==> src/rtl/key_irq_pkg.sv <==
// Shared types and helpers for the key interrupt controller.
// Key indices, arbiter states and the round-robin pick.
package key_irq_pkg;

  localparam int NKEYS  = 6;
  localparam int KEY_B0 = 0;
  localparam int KEY_B1 = 1;
  localparam int KEY_B2 = 2;
  localparam int KEY_B3 = 3;
  localparam int KEY_A  = 4;
  localparam int KEY_BB = 5;

  typedef enum logic [1:0] {
    IDLE,
    REQ,
    WAIT_REL
  } state_e;

  // First set bit searching upward from last+1, wrapping at NKEYS.
  function automatic logic [2:0] rr_pick(
    input logic [NKEYS-1:0] req,
    input logic [2:0]       last
  );
    logic [2:0] sel;
    logic       hit;
    int         j;
    sel = '0;
    hit = 1'b0;
    for (int k = 1; k <= NKEYS; k++) begin
      j = (int'(last) + k) % NKEYS;
      if (!hit && req[j]) begin
        sel = 3'(j);
        hit = 1'b1;
      end
    end
    return sel;
  endfunction

endpackage

==> src/rtl/key_debounce.sv <==
// One button: synchronizer, tick-based debounce and auto-repeat.
// level is the accepted pressed state; evt pulses on press/repeat.
module key_debounce
  import key_irq_pkg::*;
#(
  parameter int DEB_TICKS = 4,
  parameter int REP_DELAY = 24,
  parameter int REP_RATE  = 6
) (
  input  logic clk,
  input  logic rst,
  input  logic tick,
  input  logic key_n,
  output logic level,
  output logic evt
);

  localparam logic [15:0] DEB_LAST  = 16'(DEB_TICKS - 1);
  localparam logic [15:0] DLY_LAST  = 16'(REP_DELAY - 1);
  localparam logic [15:0] RATE_LAST = 16'(REP_RATE - 1);

  logic        s1;
  logic        s2;
  logic        rep;
  logic [15:0] dcnt;
  logic [15:0] rcnt;

  // Two-flop synchronizer, inverted to active-high pressed.
  always_ff @(posedge clk or negedge rst) begin
    if (!rst) begin
      s1 <= 1'b0;
      s2 <= 1'b0;
    end else begin
      s1 <= ~key_n;
      s2 <= s1;
    end
  end

  // Stability count, level update, press and repeat events.
  always_ff @(posedge clk or negedge rst) begin
    if (!rst) begin
      level <= 1'b0;
      evt   <= 1'b0;
      rep   <= 1'b0;
      dcnt  <= '0;
      rcnt  <= '0;
    end else begin
      evt <= 1'b0;
      if (s2 == level) begin
        dcnt <= '0;
      end else if (tick) begin
        if (dcnt == DEB_LAST) begin
          level <= s2;
          dcnt  <= '0;
          evt   <= s2;
        end else begin
          dcnt <= dcnt + 16'd1;
        end
      end
      if (!level) begin
        rcnt <= '0;
        rep  <= 1'b0;
      end else if (tick) begin
        if (rcnt == (rep ? RATE_LAST : DLY_LAST)) begin
          evt  <= 1'b1;
          rcnt <= '0;
          rep  <= 1'b1;
        end else begin
          rcnt <= rcnt + 16'd1;
        end
      end
    end
  end

endmodule

==> src/rtl/key_irq_ctrl.sv <==
// Button interrupt controller: prescaler, pending bits, EI/DI flag,
// round-robin arbiter and the irq/vector/ack handshake FSM.
module key_irq_ctrl
  import key_irq_pkg::*;
#(
  parameter int TICK_DIV  = 65536,
  parameter int DEB_TICKS = 4,
  parameter int REP_DELAY = 24,
  parameter int REP_RATE  = 6,
  parameter int VEC_BASE  = 2
) (
  input  logic             clk,
  input  logic             rst,
  input  logic [NKEYS-1:0] keys_n,
  input  logic             ei,
  input  logic             di,
  input  logic             cpu_ready,
  output logic             irq,
  output logic [7:0]       vector,
  input  logic             ack,
  output logic [NKEYS-1:0] key_level,
  output logic [NKEYS-1:0] pending,
  output logic             ie
);

  localparam int PW = (TICK_DIV > 2) ? $clog2(TICK_DIV) : 1;

  logic [PW-1:0]    pcnt;
  logic             tick;
  logic [NKEYS-1:0] evt;
  logic [NKEYS-1:0] clr;
  state_e           state_q;
  state_e           state_d;
  logic [2:0]       grant_q;
  logic [2:0]       grant_d;
  logic [2:0]       last_q;
  logic [2:0]       last_d;
  logic [2:0]       pick;
  logic             irq_d;
  logic [7:0]       vec_d;

  assign tick = (pcnt == PW'(TICK_DIV - 1));

  // Free-running prescaler wrapping every TICK_DIV cycles.
  always_ff @(posedge clk or negedge rst) begin
    if (!rst) pcnt <= '0;
    else      pcnt <= tick ? '0 : pcnt + 1'b1;
  end

  for (genvar g = 0; g < NKEYS; g++) begin : g_key
    key_debounce #(
      .DEB_TICKS (DEB_TICKS),
      .REP_DELAY (REP_DELAY),
      .REP_RATE  (REP_RATE)
    ) u_deb (
      .clk   (clk),
      .rst   (rst),
      .tick  (tick),
      .key_n (keys_n[g]),
      .level (key_level[g]),
      .evt   (evt[g])
    );
  end

  // Pending bits: new events win over the grant clear.
  always_ff @(posedge clk or negedge rst) begin
    if (!rst) pending <= '0;
    else      pending <= (pending & ~clr) | evt;
  end

  // Interrupt enable; DI dominates a simultaneous EI.
  always_ff @(posedge clk or negedge rst) begin
    if (!rst)    ie <= 1'b1;
    else if (di) ie <= 1'b0;
    else if (ei) ie <= 1'b1;
  end

  // Arbiter state and registered handshake outputs.
  always_ff @(posedge clk or negedge rst) begin
    if (!rst) begin
      state_q <= IDLE;
      grant_q <= '0;
      last_q  <= 3'd5;
      irq     <= 1'b0;
      vector  <= '0;
    end else begin
      state_q <= state_d;
      grant_q <= grant_d;
      last_q  <= last_d;
      irq     <= irq_d;
      vector  <= vec_d;
    end
  end

  // Next-state: grant at a boundary, retire on ack, wait for release.
  always_comb begin
    state_d = state_q;
    grant_d = grant_q;
    last_d  = last_q;
    irq_d   = irq;
    vec_d   = vector;
    clr     = '0;
    pick    = rr_pick(pending, last_q);
    unique case (state_q)
      IDLE: begin
        if (ie && (|pending) && cpu_ready) begin
          grant_d = pick;
          vec_d   = 8'(VEC_BASE + 2 * int'(pick));
          irq_d   = 1'b1;
          state_d = REQ;
        end
      end
      REQ: begin
        if (ack) begin
          clr     = NKEYS'(1) << grant_q;
          last_d  = grant_q;
          irq_d   = 1'b0;
          state_d = WAIT_REL;
        end else if (di) begin
          irq_d   = 1'b0;
          state_d = IDLE;
        end
      end
      WAIT_REL: begin
        if (!ack) state_d = IDLE;
      end
      default: begin
        irq_d   = 1'b0;
        state_d = IDLE;
      end
    endcase
  end

endmodule

==> config.mk <==
export PLATFORM = sky130hd
export DESIGN_NAME = key_irq_ctrl
export DESIGN_NICKNAME = d
export VERILOG_FILES = /design/src/rtl/key_irq_pkg.sv /design/src/rtl/key_debounce.sv /design/src/rtl/key_irq_ctrl.sv
export SDC_FILE = /design/constraint.sdc
export NUM_CORES = 1
export LEC_CHECK = 0
export ABC_CLOCK_PERIOD_IN_PS = 11530
export CAP_MARGIN = 10
export CORE_MARGIN = 1
export CORE_UTILIZATION = 45
export DETAILED_ROUTE_END_ITERATION = 10
export DONT_BUFFER_PORTS = 1
export PLACE_DENSITY_LB_ADDON = 0.15
export SETUP_SLACK_MARGIN = 0.3
export SYNTH_ARGS = -nofsm -noshare
export SYNTH_HDL_FRONTEND = slang
export SYNTH_HIERARCHICAL = 1
export SYNTH_SLANG_ARGS = --single-unit
==> constraint.sdc <==
create_clock -name clk -period 11.53 [get_ports clk]
set_input_delay 2.306 -clock clk [delete_from_list [all_inputs] [get_ports clk]]
set_output_delay 2.306 -clock clk [all_outputs]
set_load 0.005 [all_outputs]
Yosys cells after proc, flatten, opt, wreduce, memory -nomap -nowiden:

Cells that the tools add are included.
W data, S select, Z words.

* input bits: 12
* register bits: 262
* logic and storage cells: 311
* output and inout port bits: 22

* divide/modulo/power cells: 6
* shifts and indexed selects: 1
* eq/ne operators: 36
* $add $sub $neg: 20
* bitwise logic cells: 16
* multiplexer cells: 139
* order comparisons: 6
* reduce and logical (&&, ||, !) cells: 37

Operator list (number)
* $mux W16: 37
* $add A16 B1 Y16 const B: 13
* $lt A32 B5 Y1 const B: 6
* $mod A32 B4 Y32 const B: 6
* $eq A16 B16 Y1: 6
* $eq A16 B2 Y1 const B: 6
* $mux W1: 76
* $mux W5: 6
* $ne A2 B2 Y1 const B: 14
* $reduce_and A3 Y1: 8
* $bmux W1 S3: 6
* $mux W3: 6
* $eq A16 B16 Y1 const B: 1
* $reduce_and A2 Y1: 8
* $reduce_bool A2 Y1: 7
* $not A1 Y1: 13
* $add A3 B3 Y4 const B: 3
* $mux W6: 2
* $add A3 B2 Y4 const B: 2
* $mux W2: 4
* $logic_and A1 B1 Y1: 7
* $and A6 B6 Y6: 1
* $eq A1 B1 Y1: 6
* $not A6 Y6: 1
* other kinds (12): 16

Logic depth before layout (Yosys ltp):

Gate-level depths: netlist of run 1.

* depth after elaboration: 22
* depth in mapped cells: 20
* depth with buffers taken out: 19

By module:

The synthesis of run 1 kept the hierarchy.

Modules (own cells, without submodules)
* key_debounce: cells each 240, seq. area each 925.9 um^2, area an instance 2114.5 um^2, times used 6
* key_irq_ctrl: cells each 278, seq. area each 904.6 um^2, area an instance 2618.8 um^2, times used 1

Worst setup path before layout of run 1:

No wires, ideal clock.

* path type: register to register
* start: register last_q[2]
* end: register vector[3]
* arrival: 4.097 ns
* slack: 7.312 ns
* stages on the path, launching flop included: 21
* setup time: 0.121 ns
* path buffers: 1
* period minus slack after synthesis: 4.218 ns
* data required time: 11.409 ns
* cells stage by stage: dfstp_2 -> buf_6 -> inv_2 -> ha_1 -> a21oi_1 -> inv_2 -> ha_1 -> nor2b_1 -> o21ai_0 -> a221o_1 -> a21bo_1 -> a211oi_1 -> nor2b_1 -> nand2_1 -> o211a_1 -> a21oi_1 -> ha_1 -> and4bb_1 -> a31oi_1 -> o211ai_1 -> o22a_1

* longest elaborated chain between the ends: 22
* elaborated cells on any way between the ends: 52
* classes of those cells: 7 x add/sub; 6 x div; 29 x mux; 10 x reduce/logical

Ends and longest elaborated chain
* from (decl): line key_irq_ctrl.sv:36 `logic [2:0] last_q;`
* from (signal assigned): line key_irq_ctrl.sv:89 `last_q <= last_d;`
* $add A3 B1 Y4: line key_irq_pkg.sv:30 `j = (int'(last) + k) % NKEYS;`
* $mod A32 B4 Y32: line key_irq_pkg.sv:30
* $bmux W1 S3: line key_irq_pkg.sv:31 `if (!hit && req[j]) begin`
* $mux W1 (not written as such) (2 in a row): line key_irq_pkg.sv:31
* $mux W1: line key_irq_pkg.sv:31
* $logic_not A1 Y1: line key_irq_pkg.sv:31
* $logic_and A1 B1 Y1: line key_irq_pkg.sv:31
* $mux W1: line key_irq_pkg.sv:31
* (+6 left out)
* $logic_not A1 Y1: line key_irq_pkg.sv:31
* $logic_and A1 B1 Y1: line key_irq_pkg.sv:31
* $mux W1: line key_irq_pkg.sv:31
* $logic_not A1 Y1: line key_irq_pkg.sv:31
* $logic_and A1 B1 Y1: line key_irq_pkg.sv:31
* $mux W3 (*): line key_irq_pkg.sv:31
* named net pick[0]: line key_irq_ctrl.sv:38 `logic [2:0] pick;`
* $add A2 B4 Y5 (*): line key_irq_ctrl.sv:108 `vec_d = 8'(VEC_BASE + 2 * int'(pick));`
* to (signal assigned): line key_irq_ctrl.sv:91 `vector <= vec_d;`
* to (decl): line key_irq_ctrl.sv:19 `output logic [7:0] vector,`

The timed path passes the listed nets; every way through them passes the cells marked *. The select of a mux whose other input is x is not followed.
A chain may end at the register's enable or synchronous reset.

Final worst setup path of run 1:

* start: register last_q[1]
* end: register vector[3]

The elaborated chain is that of the path after synthesis.

==> flow_summary.ini, run 1 <==
[yosys]
ys_types = 71
synth_top_family_by_area = simple AND/OR/NAND/NOR gates
synthSimpleGateAreaFrac = 0.309
ys_seq_area_frac = 0.422
avgSynthCellArea_um2 = 8.91
synthMuxAreaShare = 0.0206
netlist_area_um2 = 15300
synthAdderAreaFrac = 0.0229
synth_top_area_share = 0.417
synth-edff-count = 0
synth_xor_area_frac = 0.0509
ys_async_sr_fraction = 1.00
yosys_warnings = 6
yosys-top-cells-area = dfrtp_1 42%, a31oi_1 5.4%, nand3_1 4.0%
synth-compound-area-share = 0.124
syn_inst = 1718
yosys.area.top_type = dfrtp_1
ys_ff_latch = 258
ys.flop_type = dfrtp_1

[grt]
grt-ovfl-total = 0
grt_usage = 0.195
antenna_found_initial = 0
grt_first_pass_wirelength_um = 58500
first_global_vias = 11800
grt_max_degree = 259

[pwr]
leakagePower_nw = 6.34
p_per_area_nw_per_um2 = 119
peakVddDrop_v = 0.000119

[cts]
clkLatencyLatePin_ns = 0.56
cts.sinks = 258
hold_buffers = 0
numCtsBuffers = 31
clockBufferDepth = 3
cts_tree = built
cts_max_level = 1
cts_setup_buffers = 0
cts-root-buf = clkbuf_16
cts.clk_slew.worst_paths_ns = 0.06
post_cts_resized = 0

[final_layout]
stdcell_count = 2118
num_antenna_cells = 0
stdcell_area_um2 = 16500
final_nets = 1686
drive_gt1_frac = 0.0623
area_delta_synth_final_pct = 7.96

[setup_path]
criticalPathCategory = reg -> reg
critPathRequiredTime_ns = 11.97
crit_fanout = 10
cp-start-kind = flip-flop
arrival_ns = 5.34
endpoint_kind = flip-flop

[sta]
hold_violations = 0
postLayoutSetupSlackWorst_ns = 6.63
rsz0062_at_grt = no
fmax_ghz = 0.204
fin_worst_skew_ns = 0.0115
finalSetupViolCount = 0
fin_crit_ns = 4.90
period_share = 0.425
finalSetupTns_ns = 0
tightest_slew_ns = 1.14
slew_viol_final = 0
slew_headroom = 0.239

[placed_design]
io_buffers = 0
place_inst = 2058
place_area_um2 = 15400
hpwl_um = 22100
gp_congestion = 0.852
place_ws_ns = 6.70

[floorplanning]
start_util = 0.456
die_x_um = 186
pin_count = 34
fp-row-count = 67
core_area_um2 = 33500
die_area_um2 = 34800
fp.dieH_um = 186

[flow_run]
maxCapViolCount = 0

[status]
outcome = completed

[route]
vias = 12600
drt_iter0_drc = 820
drtPass1Iterations = 4
routed_via_density = 5.96
wl_per_cell_um = 16.1
drc = 0
ant_nets = 0
wl_um = 34000

[hold_path]
worst_hold_path_type = reg -> reg
cell families (layout without fill, tap and decap cells):
group,after synthesis,after routing
AOI/OAI and AO/OA,283,283
adders and majority gates,28,28
other,1,4
muxes,28,28
and+or+nand+nor,853,853
DFF,258,258
buffers and inverters,181,130
xor gates and xnor gates,86,86
power breakdown:
part | leakage (nW) | internal, mW | switching (mW)
clock | 0.539 | 0.657 | 0.393
sequential | 3.55 | 0.908 | 0.00161
combinational | 2.25 | 0.00411 | 0.00916
registers in the layout, summed over array words and instances (netlist names):
register,count
g_key.u_deb/dcnt,96
g_key.u_deb/rcnt,96
pcnt,16
g_key.u_deb/evt,6
g_key.u_deb/level,6
g_key.u_deb/rep,6
g_key.u_deb/s1,6
g_key.u_deb/s2,6
pending,6
vector,4
grant_q,3
last_q,3
state_q,2
ie,1
irq,1
layout make-up:
cell class / instances / area, um^2
Fill cell: 3176 / 17000
Multi-Input combinational cell: 1282 / 8090
Sequential cell: 258 / 6460
Clock buffer: 39 / 856
Tap cell: 448 / 561
Inverter: 68 / 255
Clock inverter: 18 / 254
Timing Repair Buffer: 5 / 52.6
per-layer routing:
layer | vias to the layer above | track usage | wire [um]
met1 | 6126 | 0.273 | 16400
met5 | - | 0 | 0
met3 | 45 | 0.0323 | 1310
met2 | 234 | 0.315 | 15800
met4 | 0 | 0.0470 | 584
li1 | 6224 | - | -
layout by cell type (no fill, tap or decap), types with 12 or more instances in the layout:
cell | synthesis | final
mux2_2 | 12 | 12
nor3_1 | 42 | 42
dfrtp_1 | 255 | 255
mux2i_1 | 12 | 12
nor4_1 | 91 | 91
ha_1 | 28 | 28
and2_1 | 19 | 19
or4_1 | 37 | 37
nand2_1 | 145 | 145
nand2b_1 | 18 | 18
o22ai_1 | 26 | 26
o21ai_0 | 29 | 29
nand3_1 | 123 | 123
a21oi_1 | 25 | 25
nor3b_1 | 43 | 43
a31oi_1 | 132 | 132
xnor2_1 | 68 | 68
clkbuf_16 | 0 | 31
nand4_1 | 75 | 75
and3_1 | 30 | 29
or3_1 | 15 | 15
nor2_1 | 129 | 129
o21a_1 | 12 | 12
nand4b_1 | 13 | 13
inv_1 | 65 | 65
xor2_1 | 16 | 16
nor2b_1 | 25 | 25
nand3b_1 | 25 | 25
per-stage QoR:
| stage | util | hold slack [ns] | power, mW |
|---|---|---|---|
| floorplan | - | 0.331 | 0.937 |
| global placement | 0.459 | 0.334 | 0.939 |
| detailed placement | 0.459 | 0.340 | 0.939 |
| CTS | 0.492 | 0.354 | 2.01 |
| global route | 0.493 | 0.367 | 2.04 |
| finish | 0.493 | 0.350 | 1.97 |
worst paths after layout:
kind	startpoint	endpoint	slack, ns	cells after the start
max	last_q[1]	vector[3]	6.63	19
min	g_key[0].u_deb/s1	g_key[0].u_deb/s2	0.35	0
max reg2reg	last_q[1]	vector[3]	6.63	19
min reg2reg	g_key[0].u_deb/s1	g_key[0].u_deb/s2	0.35	0
max in group asynchronous	rst	g_key[0].u_deb/dcnt[3]	9.41	0
min in group asynchronous	rst	g_key[0].u_deb/rcnt[5]	1.44	0
critical path, stage by stage (launching register included):
cell	delay, ns
dfrtp_1	0.55
inv_1	0.19
ha_1	0.29
a21oi_1	0.39
inv_1	0.08
ha_1	0.28
inv_1	0.05
a311oi_1	0.35
or3_1	0.17
a2bb2oi_1	0.08
or3_4	0.42
a2111oi_4	0.46
nand2_1	0.20
o211a_1	0.17
a21oi_1	0.26
ha_1	0.31
nor2_1	0.06
o211ai_1	0.17
a21oi_1	0.09
o22a_1	0.21
Yosys cell counts (12+ instances only):
| master | n |
|---|---|
| nand2_1 | 145 |
| buf_2 | 32 |
| clkbuf_1 | 62 |
| o22ai_1 | 26 |
| nand3b_1 | 25 |
| nor3_1 | 42 |
| nand4_1 | 75 |
| nand2b_1 | 18 |
| nor2_1 | 129 |
| or4_1 | 37 |
| a31oi_1 | 132 |
| nand3_1 | 123 |
| mux2_2 | 12 |
| and3_1 | 30 |
| nor4_1 | 91 |
| or3_1 | 15 |
| ha_1 | 28 |
| a21oi_1 | 25 |
| xnor2_1 | 68 |
| dfrtp_1 | 255 |
| mux2i_1 | 12 |
| o21ai_0 | 29 |
| xor2_1 | 16 |
| nor2b_1 | 25 |
| nand4b_1 | 13 |
| clkbuf_2 | 12 |
| o21a_1 | 12 |
| inv_1 | 65 |
| nor3b_1 | 43 |
| and2_1 | 19 |
No activity file was read; power rests on OpenSTA's default activity.
==> inputs of run 2 (changes only) <==
- ABC_CLOCK_PERIOD_IN_PS: 11530 -> 4200
- clock period: 11.53 -> 4.2 ns (I/O delays scaled with it)
==> run 2 against run 1 <==
Net effect: the run now ends with negative hold slack left; global-route usage is 0.52 points higher; clock-buffer cell count grew 8; sequential power grew to 2.7 times the previous value; highest routed layer unchanged; clock skew increased by 0.0013 ns; largest cell class unchanged.
==> flow_summary.ini, run 2 (synthesis gave the netlist of run 1 again) <==
[floorplanning]
fp.dieH_um = 186
die_area_um2 = 34800
core_area_um2 = 33500
start_util = 0.456
fp-row-count = 67
pin_count = 34
die_x_um = 186

[sta]
postLayoutSetupSlackWorst_ns = 0.135
slew_headroom = 0.257
hold_violations = 61
tightest_slew_ns = 1.11
fmax_ghz = 0.246
rsz0062_at_grt = yes
slew_viol_final = 0
finalSetupTns_ns = 0
hold_slack_ns = -0.0233
finalSetupViolCount = 0
fin_worst_skew_ns = 0.0129
period_share = 0.968
fin_crit_ns = 4.07

[setup_path]
arrival_ns = 4.52
crit_fanout = 6
reg2reg_depth = 19
cp-start-kind = flip-flop
critPathRequiredTime_ns = 4.66
endpoint_kind = flip-flop
criticalPathCategory = reg -> reg

[cts]
clockBufferDepth = 3
cts.sinks = 258
cts-root-buf = clkbuf_16
clkLatencyLatePin_ns = 0.58
cts.clk_slew.worst_paths_ns = 0.06
numCtsBuffers = 31
cts_tree = built
cts_max_level = 1

[pwr]
p_per_area_nw_per_um2 = 312
power_frac_clock = 0.525
switching_power_mw = 1.09
power_frac_seq = 0.468
p_comb_frac = 0.007
swShare = 0.204
leakagePower_nw = 6.58
p_int_mw = 4.25
power.total_mw = 5.34
peakVddDrop_v = 0.000336

[route]
wl_per_cell_um = 15.9
drc = 0
drtPass1Iterations = 7
routed_via_density = 5.95
drt_iter0_drc = 945
ant_nets = 0
vias = 12900
wl_um = 34500

[grt]
first_global_vias = 12200
grt_first_pass_wirelength_um = 60100
grt_max_degree = 259
antenna_found_initial = 0
grt-ovfl-total = 0
grt_usage = 0.201

[final_layout]
n_fill_cell = 3109
final_nets = 1731
layout_commonest_cell = dfrtp_1
stdcell_area_um2 = 17100
final_util = 0.510
num_antenna_cells = 0
area_delta_synth_final_pct = 11.7
top_regs = g_key.u_deb/dcnt: 96 flops, g_key.u_deb/rcnt: 96 flops, pcnt: 16 flops
mostFrequentLayoutCells = 254 x dfrtp_1, 145 x nand2_1, 132 x a31oi_1
ff_latch_area_um2 = 6460
drive_gt1_frac = 0.104
multi_input_area_um2 = 8320

[flow_run]
maxCapViolCount = 0

[hold_path]
worst_hold_path_type = in -> async

[status]
violations = negative hold slack
outcome = finished with violations

[placed_design]
io_buffers = 0
gp_congestion = 0.849
hpwl_um = 22300
place_area_um2 = 15600
place_ws_ns = -0.0563
run 2: worst paths after layout:
kind,startpoint,end,slack [ns]
max reg2reg,last_q[0],vector[3],0.13
min reg2reg,g_key[0].u_deb/s1,g_key[0].u_deb/s2,0.35
max in group asynchronous,rst,last_q[1],3.67
min in group clk,di,ie,0.30
min,rst,g_key[5].u_deb/rcnt[9],-0.02
max,last_q[0],vector[3],0.13
run 2: repair_timing:
item / 4_1_cts / 5_1_grt
endpoints found under the hold margin: 255 / 253
resized for setup: 33 / 12
pin swaps: 17 / 16
buffers inserted: 17 / 8
endpoints found under the setup margin: 3 / 3
run 2: area by class of cell:
class | instances | area share
multi-input cells | 1282 | 0.487
well taps | 448 | 0.0328
clock inverters | 11 | 0.00966
clock buffers | 47 | 0.0536
flip-flops and latches | 258 | 0.378
inverters | 68 | 0.0155
repair buffers | 50 | 0.0236
run 2: stage by stage:
stage	cells	hold slack, ns
floorplan	1721	0.331
finish	2164	-0.0233
global route	2164	-0.0456
detailed placement	2081	0.335
CTS	2156	-0.0604
global placement	2081	0.336
run 2: critical path, stage by stage (launching register included):
cell and delay, ns:
dfstp_2 0.61, buf_12 0.12, ha_4 0.16, xnor2_4 0.14, inv_2 0.09, ha_1 0.29, nor2b_2 0.16, a21oi_2 0.12
a211o_1 0.32, a221oi_4 0.31, nand2b_4 0.21, a2111oi_4 0.05, buf_4 0.17, a21oi_2 0.17, a21oi_4 0.10, ha_4 0.18
and4bb_1 0.19, a31oi_1 0.19, o211ai_1 0.13, o22a_1 0.22
run 2: power groups by stage:
stage / logic [mW] / registers, mW / clock network (mW)
6_report: 0.0366 / 2.50 / 2.80
5_1_grt: 0.0413 / 2.50 / 2.99
4_1_cts: 0.0366 / 2.50 / 2.88
3_5_place_dp: 0.0366 / 2.54 / 0
3_3_place_gp: 0.0359 / 2.54 / 0
2_1_floorplan: 0.0312 / 2.54 / 0
run 2: layer usage:
metal	vias to the layer above	GRT usage	share of wire
met5	-	0	0
met4	0	0.0610	0.030
met3	77	0.0402	0.049
met2	256	0.318	0.45
met1	6227	0.276	0.47
li1	6310	-	-
==> inputs of run 3 (changes only) <==
- ABC_CLOCK_PERIOD_IN_PS: 4200 -> 3360
- CAP_MARGIN: 10 -> 20
- CELL_PAD_IN_SITES_DETAIL_PLACEMENT: default -> 1
- CELL_PAD_IN_SITES_GLOBAL_PLACEMENT: default -> 1
- clock period: 4.2 -> 3.36 ns (I/O delays scaled with it)
==> run 3 against run 2 <==
Net effect: the flow finishes with violations (negative hold slack, negative setup slack); final cell count increased by 1.7%; critical path depth down 1; first-iteration DRC count decreased by 37%; hold slack got worse by 0.19 ns; core utilization is 0.88 points higher; total power up 26%; wire length increased by 19%; critical endpoint unchanged.
==> flow_summary.ini, run 3 (synthesis gave the netlist of run 1 again) <==
[cts]
clkLatencyLatePin_ns = 0.58
cts-root-buf = clkbuf_16
cts.sinks = 258
cts_tree = built
numCtsBuffers = 31
cts.clk_slew.worst_paths_ns = 0.06
cts_max_level = 1
clockBufferDepth = 3

[sta]
period_share = 1.17
slew_viol_final = 0
hold_violations = 255
rsz0062_at_grt = yes
postLayoutSetupSlackWorst_ns = -0.567
fin_crit_ns = 3.93
finalSetupViolCount = 6
fmax_ghz = 0.255
tightest_slew_ns = 0.826
fin_worst_skew_ns = 0.0161
hold_slack_ns = -0.211
slew_headroom = 0.449

[placed_design]
gp_congestion = 0.847
io_buffers = 0
place_ws_ns = -0.667
hpwl_um = 26900

[floorplanning]
die_x_um = 186
fp-row-count = 67
pin_count = 34
fp.dieH_um = 186
die_area_um2 = 34800
start_util = 0.456
core_area_um2 = 33500

[final_layout]
mostFrequentLayoutCells = 254 x dfrtp_1, 143 x nand2_1, 132 x a31oi_1
final_util = 0.519
area_delta_synth_final_pct = 13.6
drive_gt1_frac = 0.129
num_antenna_cells = 0
layout_commonest_cell = dfrtp_1
final_nets = 1770
n_fill_cell = 3868
top_regs = g_key.u_deb/dcnt: 96 flops, g_key.u_deb/rcnt: 96 flops, pcnt: 16 flops

[grt]
grt_max_degree = 259
grt-ovfl-total = 0
grt_first_pass_wirelength_um = 69100
grt_usage = 0.233
antenna_found_initial = 0
first_global_vias = 13700

[setup_path]
arrival_ns = 4.38
crit_fanout = 6
endpoint_kind = flip-flop
criticalPathCategory = reg -> reg
slowest_delay_ns = 0.58
cp_cell_sequence = inv_6, ha_4, xnor2_4, ha_4, inv_2, a31o_1, and3_4, a2bb2oi_2, or3_4, a2111oi_4, nand2_2, o211a_1, a21oi_2, ha_4, nor2_1, o211ai_1, a21oi_1, o22a_1
crit_top_cell = ha_4
crit_path_top_delay_cell = dfstp_2
critPathRequiredTime_ns = 3.81
cp-start-kind = flip-flop

[route]
wl_um = 41000
wl_per_cell_um = 18.6
top_layer = met4
vias = 13400
routed_via_density = 6.07
ant_nets = 0
drc = 0
dr_wl_met3_um = 1450
wl_met2_um = 19800
drtPass1Iterations = 5
met1_length_um = 19000
drt_iter0_drc = 595

[pwr]
leakagePower_nw = 6.77
peakVddDrop_v = 0.000394
power.total_mw = 6.73
p_per_area_nw_per_um2 = 387

[hold_path]
worst_hold_path_type = in -> async

[flow_run]
maxCapViolCount = 0

[status]
outcome = finished with violations
violations = negative hold slack, negative setup slack
[run 3: cell count changes in the layout (fill, tap and decap cells not counted), sizes merged]
cell / before / now
buf: 50 / 89
clkbuf: 47 / 44
inv: 69 / 68
clkinv: 6 / 7
clkinvlp: 0 / 1
[run 3: timing repair]
| item | 4_1_cts | 5_1_grt |
|---|---|---|
| pin swaps | 20 | 19 |
| hold endpoints to repair | 258 | 256 |
| resized for setup | 27 | 21 |
| setup buffers | 8 | 3 |
| setup endpoints to repair | 6 | 22 |
[run 3: final timing paths]
| path | start | end | slack [ns] | cells after the start |
|---|---|---|---|---|
| setup / recovery | last_q[0] | vector[3] | -0.57 | 18 |
| max in group asynchronous | rst | g_key[1].u_deb/rcnt[3] | 2.86 | 0 |
| min in group clk | di | ie | 0.12 | 1 |
| hold reg to reg | g_key[1].u_deb/s1 | g_key[1].u_deb/s2 | 0.36 | 0 |
| setup reg to reg | last_q[0] | vector[3] | -0.57 | 18 |
| hold / removal | rst | g_key[0].u_deb/rcnt[8] | -0.21 | 0 |
[run 3: power breakdown]
part / internal, mW / leakage (nW) / switching, mW / total (mW)
combinational: 0.0141 / 2.68 / 0.0337 / 0.0478
sequential: 3.12 / 3.55 / 0.00560 / 3.12
clock: 2.18 / 0.536 / 1.38 / 3.56
[run 3: metal layers]
metal | vias to the layer above | GRT usage
li1 | 6356 | -
met1 | 6788 | 0.319
met2 | 158 | 0.385
met3 | 48 | 0.0374
met4 | 0 | 0.0582
met5 | - | 0
[run 3: layout make-up]
class | instances | area, um^2 | share of cell area
Multi-Input combinational cell | 1282 | 8340 | 0.479
Sequential cell | 258 | 6460 | 0.372
Clock buffer | 44 | 915 | 0.0526
Timing Repair Buffer | 89 | 692 | 0.0398
Tap cell | 448 | 561 | 0.0322
Inverter | 68 | 263 | 0.0151
Clock inverter | 12 | 163 | 0.00935
[run 3: critical path, delay by kind of cell (launching register included)]
| family | cells | cell delay (ns) |
|---|---|---|
| flip-flops | 1 | 0.58 |
| XOR/XNOR | 1 | 0.13 |
| AND/OR/NAND/NOR | 4 | 0.77 |
| AO/OA/AOI/OAI | 8 | 1.59 |
| adder cells (fa/ha/maj) | 3 | 0.63 |
| buffers and inverters | 2 | 0.08 |
[run 3: metrics by stage]
| step | instances | hold WS [ns] | setup TNS (ns) | cell area [um^2] |
|---|---|---|---|---|
| 6_report | 2201 | -0.211 | -1.41 | 17400 |
| 5_1_grt | 2201 | -0.233 | -2.47 | 17400 |
| 4_1_cts | 2196 | -0.233 | -1.26 | 17200 |
| 3_5_place_dp | 2132 | 0.354 | -1.72 | 16000 |
| 3_3_place_gp | 2132 | 0.335 | -0.860 | 16000 |
| 2_1_floorplan | 1721 | 0.331 | -1.56 | 15400 |
